File: src/rtl/led_strip_rx.sv
// ---------------------------------------------------------------------------
// led_strip_rx
//
// Receiver/decoder for the two-wire LED-strip serial protocol (clock + data,
// 32-bit frames). Both lines are oversampled on clk. Each frame has a 32-bit
// all-zero start frame, then NUM_LEDS LED words (3'b111 header, 5-bit
// brightness, three 8-bit colours), then trailing zeros.
//
// Parameters:
//   NUM_LEDS        LED words per frame (1..256)
//   SYNC_STAGES     synchroniser depth for led_clk / led_data (>= 2)
//   TIMEOUT_CYCLES  clk cycles without a led_clk edge before an in-frame abort
//
// Ports:
//   clk          in   system clock
//   reset        in   asynchronous, active-high reset
//   led_clk      in   strip clock line (asynchronous to clk)
//   led_data     in   strip data line, launched on the led_clk rising edge
//   led_word     out  [31:0] last accepted LED word, MSB = first bit on wire
//   led_index    out  [7:0]  index of led_word
//   led_valid    out  one-cycle strobe, led_word / led_index updated
//   frame_done   out  one-cycle strobe with the led_valid of word NUM_LEDS-1
//   frame_error  out  one-cycle strobe on a bad header or timeout
//   locked       out  high while in SYNCED or PIXEL
// ---------------------------------------------------------------------------
module led_strip_rx #(
    parameter int NUM_LEDS       = 64,
    parameter int SYNC_STAGES    = 2,
    parameter int TIMEOUT_CYCLES = 4096
) (
    input  logic        clk,
    input  logic        reset,
    input  logic        led_clk,
    input  logic        led_data,
    output logic [31:0] led_word,
    output logic [7:0]  led_index,
    output logic        led_valid,
    output logic        frame_done,
    output logic        frame_error,
    output logic        locked
);

    localparam int                IDLE_W    = $clog2(TIMEOUT_CYCLES + 1);
    localparam logic [IDLE_W-1:0] IDLE_LAST = IDLE_W'(TIMEOUT_CYCLES - 1);
    localparam logic [7:0]        LAST_IDX  = 8'(NUM_LEDS - 1);

    typedef enum logic [1:0] {
        HUNT   = 2'd0,
        SYNCED = 2'd1,
        PIXEL  = 2'd2
    } state_t;

    // -----------------------------------------------------------------------
    // Synchronisers. Both lines use the same depth so that data stays
    // aligned with the clock edge it belongs to.
    // -----------------------------------------------------------------------
    logic [SYNC_STAGES-1:0] clk_sync_q;
    logic [SYNC_STAGES-1:0] data_sync_q;
    logic                   clk_prev_q;

    always_ff @(posedge clk or posedge reset) begin
        if (reset) begin
            clk_sync_q  <= '0;
            data_sync_q <= '0;
            clk_prev_q  <= 1'b0;
        end else begin
            clk_sync_q  <= {clk_sync_q[SYNC_STAGES-2:0], led_clk};
            data_sync_q <= {data_sync_q[SYNC_STAGES-2:0], led_data};
            clk_prev_q  <= clk_sync_q[SYNC_STAGES-1];
        end
    end

    logic s_clk;
    logic s_data;
    logic clk_fall;
    logic clk_edge;

    assign s_clk    = clk_sync_q[SYNC_STAGES-1];
    assign s_data   = data_sync_q[SYNC_STAGES-1];
    // Transmitter launches on the rising edge, so the falling edge is mid-bit.
    assign clk_fall = clk_prev_q & ~s_clk;
    assign clk_edge = clk_prev_q ^ s_clk;

    // -----------------------------------------------------------------------
    // Frame state machine and registered outputs
    // -----------------------------------------------------------------------
    state_t            state_q;
    logic [5:0]        zero_run_q;
    logic [4:0]        bit_cnt_q;
    logic [7:0]        word_cnt_q;
    logic [31:0]       shift_q;
    logic [IDLE_W-1:0] idle_q;

    logic [31:0] led_word_q;
    logic [7:0]  led_index_q;
    logic        led_valid_q;
    logic        frame_done_q;
    logic        frame_error_q;
    logic        locked_q;

    logic [31:0] word_d;
    logic        word_end;
    logic        hdr_ok;

    // word_d is the complete word including the bit sampled this cycle.
    assign word_d   = {shift_q[30:0], s_data};
    assign word_end = clk_fall && (bit_cnt_q == 5'd31);
    assign hdr_ok   = (word_d[31:29] == 3'b111);

    always_ff @(posedge clk or posedge reset) begin
        if (reset) begin
            state_q       <= HUNT;
            zero_run_q    <= '0;
            bit_cnt_q     <= '0;
            word_cnt_q    <= '0;
            shift_q       <= '0;
            idle_q        <= '0;
            led_word_q    <= '0;
            led_index_q   <= '0;
            led_valid_q   <= 1'b0;
            frame_done_q  <= 1'b0;
            frame_error_q <= 1'b0;
            locked_q      <= 1'b0;
        end else begin
            led_valid_q   <= 1'b0;
            frame_done_q  <= 1'b0;
            frame_error_q <= 1'b0;

            if (clk_fall) begin
                shift_q   <= word_d;
                bit_cnt_q <= bit_cnt_q + 5'd1;
            end

            case (state_q)
                HUNT: begin
                    idle_q <= '0;
                    if (clk_fall) begin
                        if (s_data) begin
                            zero_run_q <= '0;
                        end else if (zero_run_q == 6'd31) begin
                            // This zero is the 32nd in a row: start frame seen,
                            // word boundaries align from the next bit.
                            zero_run_q <= '0;
                            bit_cnt_q  <= '0;
                            word_cnt_q <= '0;
                            state_q    <= SYNCED;
                            locked_q   <= 1'b1;
                        end else begin
                            zero_run_q <= zero_run_q + 6'd1;
                        end
                    end
                end

                SYNCED, PIXEL: begin
                    // Word completion needs an edge, so it never overlaps
                    // with the timeout branch below.
                    if (clk_edge) begin
                        idle_q <= '0;
                    end else if (idle_q == IDLE_LAST) begin
                        idle_q        <= '0;
                        frame_error_q <= 1'b1;
                        zero_run_q    <= '0;
                        state_q       <= HUNT;
                        locked_q      <= 1'b0;
                    end else begin
                        idle_q <= idle_q + 1'b1;
                    end

                    if (word_end) begin
                        if (state_q == SYNCED && word_d == 32'd0) begin
                            // Extended start frame: keep waiting for word 0.
                            state_q <= SYNCED;
                        end else if (hdr_ok) begin
                            led_valid_q <= 1'b1;
                            led_word_q  <= word_d;
                            led_index_q <= word_cnt_q;
                            word_cnt_q  <= word_cnt_q + 8'd1;
                            if (word_cnt_q == LAST_IDX) begin
                                frame_done_q <= 1'b1;
                                zero_run_q   <= '0;
                                state_q      <= HUNT;
                                locked_q     <= 1'b0;
                            end else begin
                                state_q <= PIXEL;
                            end
                        end else begin
                            frame_error_q <= 1'b1;
                            zero_run_q    <= '0;
                            state_q       <= HUNT;
                            locked_q      <= 1'b0;
                        end
                    end
                end

                default: begin
                    state_q    <= HUNT;
                    zero_run_q <= '0;
                    locked_q   <= 1'b0;
                end
            endcase
        end
    end

    assign led_word    = led_word_q;
    assign led_index   = led_index_q;
    assign led_valid   = led_valid_q;
    assign frame_done  = frame_done_q;
    assign frame_error = frame_error_q;
    assign locked      = locked_q;

endmodule

File: config.mk
export PLATFORM = sky130hd
export DESIGN_NAME = led_strip_rx
export DESIGN_NICKNAME = d
export VERILOG_FILES = /design/src/rtl/led_strip_rx.sv
export SDC_FILE = /design/constraint.sdc
export NUM_CORES = 1
export LEC_CHECK = 0
export ABC_AREA = 1
export BUFFER_PORTS_ARGS = -buffer_cell sky130_fd_sc_hd__buf_4
export CAP_MARGIN = 25
export CORE_MARGIN = 2
export CORE_UTILIZATION = 45
export DETAILED_ROUTE_END_ITERATION = 12
export REMOVE_ABC_BUFFERS = 1
export SYNTH_ARGS = -nofsm -noshare
export SYNTH_HDL_FRONTEND = slang
export SYNTH_SLANG_ARGS = --single-unit
export TNS_END_PERCENT = 5
File: constraint.sdc
create_clock -name clk -period 5.5 [get_ports clk]
set_input_delay 0.275 -clock clk [delete_from_list [all_inputs] [get_ports clk]]
set_output_delay 0.275 -clock clk [all_outputs]
set_load 0.05 [all_outputs]
==> qor.tcl, run 1 <==
set qor(outcome) {finished, final reports clean}
set qor(hold_path.class) {reg -> reg}
set qor(clk_latency_ns) 0.51
set qor(avgRoutedWirePerCell_um) 12.3
set qor(synth_edf_count) 0
set qor(post_layout_cell_count) 780
set qor(synth_largest_area_cell) {dfrtp_1}
set qor(ys_dominant_reg_cell) {dfrtp_1}
set qor(port-buffer-count) 47
set qor(post_route_cells_drive_above_1_share_pct) 15.3
set qor(nNetsFinal) 643
set qor(synth_area_leaders) {dfrtp_1 57%, nand2_1 11%, o21ai_0 7.3%, inv_1 5.1%, nor2_1 3.4%}
set qor(n_antenna_cell) 0
set qor(postSynthRegisterBits) 114
set qor(crit_path_start_kind) {flip-flop}
set qor(globalplace.congestion) 0.795
set qor(syn-mean-instance-area_um2) 8.72
set qor(holdWs_ns) 0.349
set qor(timing.max_cap.violations) 0
set qor(timing.slew.headroom_pct) 45.6
set qor(cts_bufs_inserted) 17
set qor(synth_commonest_cells) {152 x nand2_1, 114 x dfrtp_1, 74 x o21ai_0, 68 x inv_1, 46 x nor2_1}
set qor(io_pins) 48
set qor(fin_tns_setup_ns) 0
set qor(cp.required_ns) 5.89
set qor(grt_start_max_net_pins) 76
set qor(finalWorstSetupSlack_ns) 3.15
set qor(via_count) 3759
set qor(grt_setup_unrepaired) {no}
set qor(final_util_pct) 56.1
set qor(drt-initial-drc-count) 223
set qor(fp.dieW_um) 110
set qor(initial_antenna_violation_count) 0
set qor(tritoncts) {done}
set qor(yosysMostFrequentCell) {nand2_1}
set qor(drt_pre_antenna_iters) 4
set qor(synth.yosys.warnings) 0
set qor(first_pass_grt_wire_length_um) 16500
set qor(fraction_of_the_yosys_area_taken_by_sequential_cells_pct) 56.6
set qor(global_route.usage.total_pct) 17.9
set qor(cts_htree_levels) 4
set qor(final_max_slew_viol_count) 0
set qor(place_ws_ns) 3.14
set qor(yosys.area.top_type_share_pct) 56.6
set qor(final-setup-viol-count) 0
set qor(synth_cells) 578
set qor(dp_hpwl_um) 6440
set qor(fp.dieH_um) 110
set qor(power_per_cell_area_nw_per_um2) 349
set qor(drt-total-wl_um) 9600
set qor(reg2reg_setup_slack_ns) 3.15
set qor(postPlaceCellArea_um2) 5500
set qor(rows) 38
set qor(criticalPathCategory) {reg -> reg}
set qor(route.detailed.drc) 0
set qor(worstSetupEndpointType) {flip-flop}
set qor(tritoncts_num_sinks) 114
set qor(leakage_nw) 2.91
set qor(period_share_pct) 42.7
set qor(cts.repair_timing.setup_buffer_count) 0
set qor(crit_path_max_fanout) 75
set qor(final-hold-violation-count) 0
set qor(power_mw) 2.13
set qor(synth_async_sr_flop_share_pct) 100
set qor(ctsLongestPathBuffers) 2
set qor(max_freq_ghz) 0.425
set qor(ant_nets) 0
set qor(synth_cell_type_count) 39
set qor(placed_cells) 748
set qor(finClkSkew_ns) 0.00737
set qor(core_area_um2) 10900
set qor(period_minus_slack_ns) 2.35
set qor(max_slew.worst_pin.slew_ns) 0.816
set qor(cts-root-buf) {clkbuf_8}
set qor(die_area_um2) 12100
set qor(grt_overflow) 0
set qor(flow.area_growth_from_synthesis_pct) 21.1
set qor(worst_ir_drop_vdd_mv) 0.196
set qor(vias_in_the_first_global_route) 3617
set qor(initial_utilization_pct) 46.3
set qor(syn_area_um2) 5040
set qor(route.detailed.vias_per_inst) 4.82
set qor(post-route-cell-area_um2) 6100
set qor(critical_path_arrival_ns) 2.74
set qor(clkTransAtPathRegs_ns) 0.05
-- flip-flops by register name, summed over array words and instances (netlist names), named ones only --
name         flops
zero_run_q       6
led_valid        1
data_sync_q      2
led_index        8
frame_error      1
word_cnt_q       8
clk_sync_q       2
clk_prev_q       1
frame_done       1
state_q          2
led_word        32
bit_cnt_q        4
idle_q          13
shift_q         31
locked           1
-- logic make-up (layout without fill, tap and decap cells) --
group	after synthesis	after routing	synth area share, %
and+or+nand+nor	254	254	21.3
DFF	114	114	56.6
AOI/OAI and AO/OA	100	100	10.7
buffers and inverters	90	152	7.17
xor gates and xnor gates	11	11	1.91
adders and majority gates	9	9	2.23
-- routing by layer --
layer | up-vias | part of all wire [%] | GRT usage, %
met5 | - | 0 | 0
li1 | 1940 | - | -
met3 | 12 | 2.9 | 4.98
met4 | 0 | 1.6 | 8.23
met1 | 1764 | 50 | 23.8
met2 | 43 | 46 | 27.1
-- layout by cell type (no fill, tap or decap), types with 2 or more instances in the layout --
cell	count
or2_2	4
xnor2_1	3
nand3_2	2
bufinv_16	3
a21oi_2	3
nand2_2	3
nand3_1	29
clkbuf_8	4
nor2_1	46
clkinv_2	2
o21ai_0	74
nor3_1	5
xor2_1	8
nand2_1	151
dfrtp_1	114
o21ai_1	2
a21oi_1	13
ha_1	8
clkbuf_1	4
dlygate4sd3_1	3
nand4_1	5
buf_4	50
inv_1	67
clkbuf_16	16
nor2_2	3
-- power by group --
part / internal [mW] / switching (mW) / total (mW)
Combinational: 0.0509 / 0.0855 / 0.136
Clock: 0.717 / 0.351 / 1.07
Sequential: 0.886 / 0.0380 / 0.924
-- critical path, cell delays in order, from the launching register on --
cell and delay (ns):
dfrtp_1 0.40, ha_1 0.22, and3_1 0.18, ha_1 0.19
nand2_1 0.10, nor2_2 0.06, nand2_2 0.07, buf_4 0.52
inv_1 0.18, or2_2 0.31
-- final timing paths --
path	from	end	cells after the start
setup / recovery	flip-flop	led_word[29]	9
hold / removal	data_sync_q[0]	data_sync_q[1]	0
setup reg to reg	flip-flop	led_word[29]	9
hold reg to reg	data_sync_q[0]	data_sync_q[1]	0
max in group asynchronous	reset	idle_q[7]	4
min in group asynchronous	reset	led_word[31]	3
-- area by class of cell --
class	count	area [µm²]
Clock buffer	24	470
Clock inverter	5	103
Fill cell	974	4780
Inverter	70	267
Multi-Input combinational cell	374	1830
Sequential cell	114	2850
Tap cell	140	175
Timing Repair Buffer	53	405
-- timing repair --
item | in CTS | in global routing
hold buffers | 3 | 0
endpoints found under the hold margin | 50 | 0
gates resized for setup | 0 | 0
Note: power is estimated with default switching activity, not from simulation.
==> run 2, diff against run 1 <==
Settings changed: PLACE_DENSITY from default to 0.66.
Clock period 5.5 ns to 2 ns, I/O delays scaled along.
==> run 2 against run 1 <==
Sequential share of layout area shrank 1.4 points. Total power grew to 2.9 times the previous value. Via count grew 4.1%. Global-route usage grew 1.3 points. Register-to-register slack lost 3.0 ns. Clock skew grew 0.00087 ns. Clock power grew to 2.9 times the previous value. Worst setup slack lost 3.0 ns.
==> qor.tcl, run 2 (synthesis results as in run 1) <==
set qor(critical_path.cell_chain) {ha_1 > and3_1 > ha_1 > nand2_2 > nor2_2 > nand2_2 > o21ai_2 > nand2_4 > inv_8 > nand2_1 > inv_1 > nor2_1}
set qor(ant_nets) 0
set qor(avgRoutedWirePerCell_um) 12.8
set qor(finClkSkew_ns) 0.00824
set qor(tritoncts_num_sinks) 114
set qor(critical_path_arrival_ns) 2.27
set qor(global_route.usage.total_pct) 19.2
set qor(grt_setup_unrepaired) {yes}
set qor(initial_utilization_pct) 46.3
set qor(timing.slew.headroom_pct) 60.4
set qor(grt_overflow) 0
set qor(post_route_cells_drive_above_1_share_pct) 18.3
set qor(drt-initial-drc-count) 223
set qor(final-setup-viol-count) 0
set qor(cts-root-buf) {clkbuf_8}
set qor(period_share_pct) 93.2
set qor(fillCellCount) 949
set qor(port-buffer-count) 47
set qor(via_count) 3912
set qor(cts_bufs_inserted) 17
set qor(fin_tns_setup_ns) 0
set qor(final-hold-violation-count) 0
set qor(most_frequent_standard_cell_in_the_layout_excluding_fill_and_tap_cells) {nand2_1}
set qor(tritoncts) {done}
set qor(first_pass_grt_wire_length_um) 17900
set qor(flow.area_growth_from_synthesis_pct) 24.8
set qor(n_antenna_cell) 0
set qor(route.detailed.vias_per_inst) 4.91
set qor(leakage_nw) 2.99
set qor(die_area_um2) 12100
set qor(globalplace.congestion) 0.865
set qor(route.detailed.drc) 0
set qor(crit_path_largest_cell_delay_ns) 0.37
set qor(multi_input_area_um2) 1840
set qor(power_per_cell_area_nw_per_um2) 968
set qor(initial_antenna_violation_count) 0
set qor(critical_path.slowest_cell) {dfrtp_1}
set qor(fp.dieH_um) 110
set qor(clk_latency_ns) 0.52
set qor(io_pins) 48
set qor(top_library_cells_by_usage_in_the_layout_fill_and_taps_aside) {150 x nand2_1, 114 x dfrtp_1, 74 x o21ai_0}
set qor(worstSetupEndpointType) {flip-flop}
set qor(drt-total-wl_um) 10200
set qor(regArea_um2) 2850
set qor(vias_in_the_first_global_route) 3887
set qor(clkTransAtPathRegs_ns) 0.06
set qor(max_slew.worst_pin.slew_ns) 0.594
set qor(outcome) {finished, final reports clean}
set qor(fp.dieW_um) 110
set qor(timing.max_cap.violations) 0
set qor(largest_register_ffs) 32
set qor(max_freq_ghz) 0.537
set qor(criticalPathCategory) {reg -> reg}
set qor(period_minus_slack_ns) 1.86
set qor(holdWs_ns) 0.222
set qor(core_area_um2) 10900
set qor(crit_path_start_kind) {flip-flop}
set qor(ctsLongestPathBuffers) 2
set qor(nNetsFinal) 657
set qor(cts_htree_levels) 4
set qor(worst_ir_drop_vdd_mv) 0.537
set qor(final_max_slew_viol_count) 0
set qor(power_mw) 6.09
set qor(rows) 38
set qor(hold_path.class) {in -> async}
set qor(cp.required_ns) 2.41
set qor(crit_path_max_fanout) 11
set qor(dp_hpwl_um) 6840
set qor(drt_pre_antenna_iters) 5
set qor(grt_start_max_net_pins) 61
-- run 2: per-layer routing --
metal / GRT usage [%] / vias to the layer above / part of all wire, %
li1: - / 1979 / -
met1: 25.3 / 1849 / 47
met2: 30.4 / 69 / 48
met3: 5.04 / 15 / 3.5
met4: 7.41 / 0 / 1.4
met5: 0 / - / 0
-- run 2: area by class of cell --
type / count / share of cell area (%)
multi-input cells: 374 / 29.3
inverters: 70 / 4.33
repair buffers: 67 / 8.31
clock buffers: 20 / 7.08
well taps: 140 / 2.78
clock inverters: 12 / 2.86
flip-flops and latches: 114 / 45.3
-- run 2: worst max-delay path: cells and delay by family, from the launching register on --
| kind | cells | cell delay (ns) |
|---|---|---|
| simple gates | 7 | 0.74 |
| flops | 1 | 0.37 |
| fa+ha+maj | 2 | 0.35 |
| buf+inv | 2 | 0.20 |
| compound gates | 1 | 0.11 |
-- run 2: final timing paths --
kind / from / end / slack (ns) / cells past startpoint
min: reset / led_word[15] / 0.22 / 3
max in group asynchronous: reset / led_word[4] / 1.11 / 4
min reg2reg: clk_sync_q[0] / clk_sync_q[1] / 0.34 / 0
min in group clk: led_data / data_sync_q[0] / 0.23 / 2
max: bit_cnt_q[1] / word_cnt_q[3] / 0.14 / 12
max reg2reg: bit_cnt_q[1] / word_cnt_q[3] / 0.14 / 12
-- run 2: through the flow --
stage	instances	utilization (%)	instance area (µm²)	worst slack [ns]
2_1_floorplan	558	-	4940	-1.72
3_3_place_gp	761	51.5	5610	0.121
3_5_place_dp	761	51.5	5610	0.0541
4_1_cts	796	57.6	6270	0.0000699
5_1_grt	797	57.8	6290	-0.0269
6_report	797	57.8	6290	0.137
-- run 2: power breakdown --
group	total (mW)	internal, mW	switching [mW]
logic	0.408	0.155	0.253
clock network	3.14	2.09	1.05
registers	2.54	2.44	0.103
total	6.09	4.68	1.41
-- run 2: what timing repair did --
| action | 4_1_cts | 5_1_grt |
|---|---|---|
| gates resized for setup | 0 | 6 |
| endpoints found under the hold margin | 46 | 0 |
| setup buffers | 0 | 1 |
| hold buffers | 3 | 0 |
| setup endpoints to repair | 0 | 11 |
